--- src/rtl/scaled_tick_pkg.sv ---
// Shared types and defaults for the multi-channel clock-enable generator.
package scaled_tick_pkg;

  localparam int unsigned DEFAULT_CNT_W = 28;

  typedef enum logic {
    MODE_PERIODIC = 1'b0,
    MODE_ONESHOT  = 1'b1
  } tick_mode_t;

endpackage

--- src/rtl/scaled_tick_channel.sv ---
// One divider channel: counter, shadow/active divisor pair, tick pulse, square wave and one-shot flag.
module scaled_tick_channel
  import scaled_tick_pkg::*;
#(
  parameter int unsigned CNT_W       = DEFAULT_CNT_W,
  parameter int unsigned DEFAULT_DIV = 100_000_000
) (
  input  logic             clock,
  input  logic             reset,
  input  logic             enable,
  input  tick_mode_t       mode,
  input  logic [CNT_W-1:0] div_in,
  input  logic             div_load,
  input  logic             sync_clear,
  output logic             tick,
  output logic             sq,
  output logic             done
);

  localparam logic [CNT_W-1:0] RESET_DIV = CNT_W'(DEFAULT_DIV);

  logic [CNT_W-1:0] cnt, cnt_n;
  logic [CNT_W-1:0] div_shadow, div_shadow_n;
  logic [CNT_W-1:0] div_act, div_act_n;
  logic             tick_n, sq_n, done_n;
  logic             enable_q;
  logic [CNT_W-1:0] last_c;
  logic             tc_c;

  // A divisor of 0 behaves like 1, so the terminal count is 0 in both cases.
  assign last_c = (div_act == '0) ? '0 : div_act - CNT_W'(1);
  assign tc_c   = enable && (cnt == last_c);

  // Next-state logic, priority: sync_clear, disabled, one-shot hold, count.
  always_comb begin
    cnt_n        = cnt;
    tick_n       = 1'b0;
    sq_n         = sq;
    done_n       = done;
    div_act_n    = div_act;
    div_shadow_n = div_load ? div_in : div_shadow;

    if (sync_clear) begin
      cnt_n  = '0;
      sq_n   = 1'b0;
      done_n = 1'b0;
    end else if (!enable) begin
      cnt_n     = '0;
      sq_n      = 1'b0;
      done_n    = 1'b0;
      div_act_n = div_shadow_n;
    end else if (done && enable_q) begin
      cnt_n = '0;
    end else if (tc_c) begin
      cnt_n     = '0;
      tick_n    = 1'b1;
      sq_n      = ~sq;
      div_act_n = div_shadow_n;
      if (mode == MODE_ONESHOT) begin
        done_n = 1'b1;
      end
    end else begin
      cnt_n = cnt + CNT_W'(1);
    end
  end

  always_ff @(posedge clock or posedge reset) begin
    if (reset) begin
      cnt        <= '0;
      tick       <= 1'b0;
      sq         <= 1'b0;
      done       <= 1'b0;
      enable_q   <= 1'b0;
      div_shadow <= RESET_DIV;
      div_act    <= RESET_DIV;
    end else begin
      cnt        <= cnt_n;
      tick       <= tick_n;
      sq         <= sq_n;
      done       <= done_n;
      enable_q   <= enable;
      div_shadow <= div_shadow_n;
      div_act    <= div_act_n;
    end
  end

endmodule

--- src/rtl/scaled_tick_gen.sv ---
// Multi-channel programmable clock-enable generator: one divider channel per enable bit.
module scaled_tick_gen
  import scaled_tick_pkg::*;
#(
  parameter int unsigned CHANNELS    = 4,
  parameter int unsigned CNT_W       = DEFAULT_CNT_W,
  parameter int unsigned DEFAULT_DIV = 100_000_000
) (
  input  logic                      clock,
  input  logic                      reset,
  input  logic [CHANNELS-1:0]       enable,
  input  logic [CHANNELS-1:0]       mode,
  input  logic [CHANNELS*CNT_W-1:0] div_in,
  input  logic [CHANNELS-1:0]       div_load,
  input  logic                      sync_clear,
  output logic [CHANNELS-1:0]       tick,
  output logic [CHANNELS-1:0]       sq,
  output logic [CHANNELS-1:0]       done
);

  for (genvar i = 0; i < CHANNELS; i++) begin : g_chan
    scaled_tick_channel #(
      .CNT_W      (CNT_W),
      .DEFAULT_DIV(DEFAULT_DIV)
    ) u_chan (
      .clock     (clock),
      .reset     (reset),
      .enable    (enable[i]),
      .mode      (tick_mode_t'(mode[i])),
      .div_in    (div_in[i*CNT_W +: CNT_W]),
      .div_load  (div_load[i]),
      .sync_clear(sync_clear),
      .tick      (tick[i]),
      .sq        (sq[i]),
      .done      (done[i])
    );
  end

endmodule

--- config.mk ---
export PLATFORM = sky130hd
export DESIGN_NAME = scaled_tick_gen
export DESIGN_NICKNAME = d
export VERILOG_FILES = /design/src/rtl/scaled_tick_pkg.sv /design/src/rtl/scaled_tick_channel.sv /design/src/rtl/scaled_tick_gen.sv
export SDC_FILE = /design/constraint.sdc
export NUM_CORES = 1
export LEC_CHECK = 0
export CORE_ASPECT_RATIO = 1.25
export CORE_MARGIN = 1.5
export CORE_UTILIZATION = 40
export DETAILED_ROUTE_END_ITERATION = 8
export GPL_ROUTABILITY_DRIVEN = 0
export HOLD_SLACK_MARGIN = 0.02
export PLACE_DENSITY = 0.69
export SYNTH_ARGS = -nofsm -noshare
export SYNTH_HDL_FRONTEND = slang
export SYNTH_HIERARCHICAL = 1
export SYNTH_SLANG_ARGS = --single-unit
--- constraint.sdc ---
create_clock -name clock -period 4.05 [get_ports clock]
set_input_delay 0.81 -clock clock [delete_from_list [all_inputs] [get_ports clock]]
set_output_delay 0.81 -clock clock [all_outputs]
set_load 0.01 [all_outputs]
==> impl_metrics.env <==
export IMPL_status="completed"
export IMPL_grtUsageMet2_pct=37.1
export IMPL_io_pins=139
export IMPL_cp_data_required_time_ns=4.49
export IMPL_ant_nets=0
export IMPL_grtUsageMet1_pct=22.9
export IMPL_holdBufCountCts=0
export IMPL_max_freq_ghz=0.258
export IMPL_start_util_pct=40.4
export IMPL_dr_first_iter_drc_count=1197
export IMPL_totalWireLength_um=55500
export IMPL_worstSetupEndpointType="register"
export IMPL_synth_edf_count=0
export IMPL_num_nets_final=2395
export IMPL_clock_sinks=352
export IMPL_period_needed_ns=3.88
export IMPL_cp_max_fo=14
export IMPL_grt_ovfl_total=0
export IMPL_fin_crit_sh_pct=95.7
export IMPL_p_seq_share_pct=43.1
export IMPL_drt_pass1_iterations=8
export IMPL_grt_pass1_vias=17400
export IMPL_holdPathStages=1
export IMPL_timing_critical_path_buf_inv=4
export IMPL_hold_path_class="register to register"
export IMPL_slew_viol_final=0
export IMPL_grtUsageMet3_pct=3.54
export IMPL_die_w_um=209
export IMPL_busiest_layer="met2"
export IMPL_clock_latency_ns=0.56
export IMPL_async_flop_share_pct=100
export IMPL_vdd_drop_max_mv=0.243
export IMPL_ys_seq_elements=352
export IMPL_cp_arrival_ns=4.32
export IMPL_multi_input_area_um2=11600
export IMPL_seq_area_um2=8930
export IMPL_skew_ns=0.0270
export IMPL_synth_area_um2=21300
export IMPL_worst_pin_slew_ns=0.838
export IMPL_path_cells="inv_1, ha_1, or3b_2, nor4_1, buf_4, xnor2_1, o211ai_1, a211o_1, a211o_1, o41ai_4, buf_4, clkbuf_16, mux2_1"
export IMPL_reg2reg_depth=13
export IMPL_slowest_stage="or3b_2"
export IMPL_grt_antenna_before_repair=6
export IMPL_rows=94
export IMPL_place_hpwl_um=40800
export IMPL_clk_path_buf_depth=3
export IMPL_synth_nets=2266
export IMPL_clkPwrFrac_pct=38.7
export IMPL_grt_pass1_wl_um=90300
export IMPL_cts_made_buffers=39
export IMPL_nFillCells=4726
export IMPL_ys_warn_count=6
export IMPL_die_area_um2=54500
export IMPL_hold_viol_final=0
export IMPL_via_per_inst=5.80
export IMPL_crit_type="register to register"
export IMPL_cts_max_level=2
export IMPL_finalSetupViolCount=0
export IMPL_synthCells=2131
export IMPL_syn2layout_area_growth_pct=18.5
export IMPL_switching_share_pct=27.9
export IMPL_crit_path_start_kind="register"
export IMPL_fin_cells=2963
export IMPL_max_stage_delay_ns=0.56
export IMPL_placed_cells=2888
export IMPL_cts_tree="built"
export IMPL_globalRouteTotalUtil_pct=20.2
export IMPL_drt_wirelength_per_cell_um=18.7
export IMPL_pwr_share_comb_pct=18.2
export IMPL_p_per_area_nw_per_um2=404
export IMPL_drc=0
export IMPL_cp_top_family="simple AND/OR/NAND/NOR gates"
export IMPL_netlist_cell_type_count=98
export IMPL_synth_avg_cell_area_um2=9.98
export IMPL_ys_seq_area_share_pct=42.0
export IMPL_vias=17200
export IMPL_drive_above_1_share_pct=22.3
export IMPL_io_buffers=138
export IMPL_grt_max_degree=89
export IMPL_cp_depth=13
export IMPL_setup_ws_ns=0.173
export IMPL_p_leak_nw=9.39
export IMPL_die_h_um=261
export IMPL_clockRootBuffer="clkbuf_16"
export IMPL_drv_cap=0
export IMPL_power_internal_mw=7.33
export IMPL_dp_slack_ns=-0.0673
export IMPL_synth_flop_cell="dfrtp_1"
export IMPL_core_um2=52600
export IMPL_slew_headroom_pct=44.0
export IMPL_clkTransAtPathRegs_ns=0.05
export IMPL_p_sw_mw=2.84
-- placed cells by master, fill, tap and decap left out, types with 12 or more instances in the layout --
cell type and n:
nor3_1 57, or3_1 46, dfrtp_1 255, xnor2_1 92, or4_1 31, and4_1 14
a21oi_2 20, or2_2 13, mux2_1 42, a31oi_1 12, o31ai_1 13, mux2_4 28
nand2b_1 20, nand4_1 70, clkbuf_16 41, xor2_1 104, nor4_2 17, nand3_1 82
o31a_1 16, nand2_1 93, o21ai_0 32, nor2b_1 19, inv_1 31, and3_1 22
a21oi_1 42, o22ai_1 40, clkdlybuf4s50_1 138, mux2_2 133, nor2_1 265, buf_4 82
a211oi_1 13, dfstp_2 96, nor4_1 48
-- cells by family (layout without fill, tap and decap cells) --
group                    count (synthesis)  count (layout)  share of synthesized area (%)
flip-flops                             352             352                           42.0
buffers and inverters                  178             337                           3.92
other                                    0               1                              0
XOR/XNOR                               201             201                           8.62
AND/OR/NAND/NOR                        874             874                           22.4
AO/OA/AOI/OAI                          304             304                           10.8
adder cells (fa/ha/maj)                  8               8                          0.471
multiplexers                           214             214                           11.8
-- path summary, 6_finish.rpt --
check / start / end / slack [ns]
max: g_chan[0].u_chan/div_act[0]$_DFFE_PP0P_ / g_chan[0].u_chan/div_act[6]$_DFFE_PP0P_ / 0.17
min: g_chan[0].u_chan/div_shadow[2]$_DFF_PP0_ / g_chan[0].u_chan/div_shadow[2]$_DFF_PP0_ / 0.50
max reg2reg: g_chan[0].u_chan/div_act[0]$_DFFE_PP0P_ / g_chan[0].u_chan/div_act[6]$_DFFE_PP0P_ / 0.17
min reg2reg: g_chan[0].u_chan/div_shadow[2]$_DFF_PP0_ / g_chan[0].u_chan/div_shadow[2]$_DFF_PP0_ / 0.50
max in group asynchronous: reset / g_chan[3].u_chan/div_shadow[26]$_DFF_PP1_ / 2.27
min in group asynchronous: reset / g_chan[2].u_chan/cnt[8]$_DFF_PP0_ / 0.84
-- synth_stat cells (9+ instances only) --
| cell type | number | share of area, % |
|---|---|---|
| o31ai_1 | 14 | 0.49 |
| xnor2_1 | 92 | 3.8 |
| mux2i_1 | 11 | 0.52 |
| o2111ai_1 | 9 | 0.37 |
| a211oi_1 | 13 | 0.46 |
| a211o_1 | 9 | 0.37 |
| and3_1 | 22 | 0.65 |
| dfstp_2 | 96 | 12 |
| nor3b_1 | 10 | 0.35 |
| nor4_1 | 56 | 1.6 |
| a31oi_1 | 12 | 0.35 |
| xor2_1 | 104 | 4.3 |
| clkbuf_1 | 86 | 1.5 |
| nand3_1 | 82 | 1.9 |
| nor4_2 | 9 | 0.53 |
| dfrtp_1 | 256 | 30 |
| or2_2 | 13 | 0.38 |
| nand4_1 | 70 | 2.1 |
| o21ai_0 | 33 | 0.78 |
| or4_1 | 35 | 1.2 |
| o31a_1 | 16 | 0.66 |
| and4_1 | 14 | 0.58 |
| nand2_1 | 93 | 1.6 |
| mux2_2 | 133 | 7.0 |
| a21oi_1 | 42 | 0.99 |
| a21oi_2 | 20 | 0.82 |
| nor2b_1 | 19 | 0.56 |
| inv_1 | 35 | 0.62 |
| nor3_1 | 58 | 1.4 |
| mux2_1 | 42 | 2.2 |
| nor2_1 | 265 | 4.7 |
| or3_1 | 46 | 1.4 |
| nand2b_1 | 20 | 0.59 |
| o22ai_1 | 40 | 1.2 |
| buf_6 | 12 | 0.64 |
| mux2_4 | 28 | 2.0 |
| buf_2 | 29 | 0.68 |
| buf_1 | 11 | 0.19 |
-- state kept, by name, summed over array words and instances, names as in the netlist --
name                      cells
g_chan.u_chan/div_shadow    112
g_chan.u_chan/done            4
g_chan.u_chan/tick            4
g_chan.u_chan/div_act       112
g_chan.u_chan/enable_q        4
g_chan.u_chan/sq              4
g_chan.u_chan/cnt           112
-- metal layers --
| layer | vias to the layer above | routed length, µm |
|---|---|---|
| met5 | - | 53 |
| met4 | 10 | 2240 |
| li1 | 8060 | - |
| met2 | 580 | 28600 |
| met1 | 8367 | 21600 |
| met3 | 179 | 3020 |
-- power groups by stage --
| stage | logic [mW] | clock network (mW) | registers, mW |
|---|---|---|---|
| after floorplan | 1.41 | 0 | 4.20 |
| after global placement | 1.76 | 0 | 4.40 |
| after detailed placement | 1.81 | 0 | 4.42 |
| after CTS | 1.82 | 4.06 | 4.36 |
| after global routing | 2.02 | 4.18 | 4.44 |
| final | 1.85 | 3.93 | 4.38 |
-- timing repair --
action	4_1_cts	5_1_grt
pin swaps	0	4
setup buffers	0	2
resized for setup	1	28
cloned	0	1
setup endpoints to repair	28	178
-- stage by stage --
step	hold WS, ns	TNS, ns	utilization (%)	power (mW)	instance area, µm²
floorplan	0.468	0	-	5.61	21300
global placement	0.479	-0.240	44.8	6.16	23600
detailed placement	0.488	-1.02	44.8	6.22	23600
CTS	0.501	0	47.6	10.2	25000
global route	0.509	-0.0979	47.9	10.7	25200
finish	0.497	0	47.9	10.2	25200
-- cell type report --
| cell class | instances | area share, % |
|---|---|---|
| Antenna cell | 1 | 0.00993 |
| Clock buffer | 47 | 4.20 |
| Clock inverter | 24 | 1.50 |
| Inverter | 35 | 0.541 |
| Multi-Input combinational cell | 1601 | 46.2 |
| Sequential cell | 352 | 35.4 |
| Tap cell | 672 | 3.34 |
| Timing Repair Buffer | 231 | 8.79 |
(Power assumes the default switching activity.)
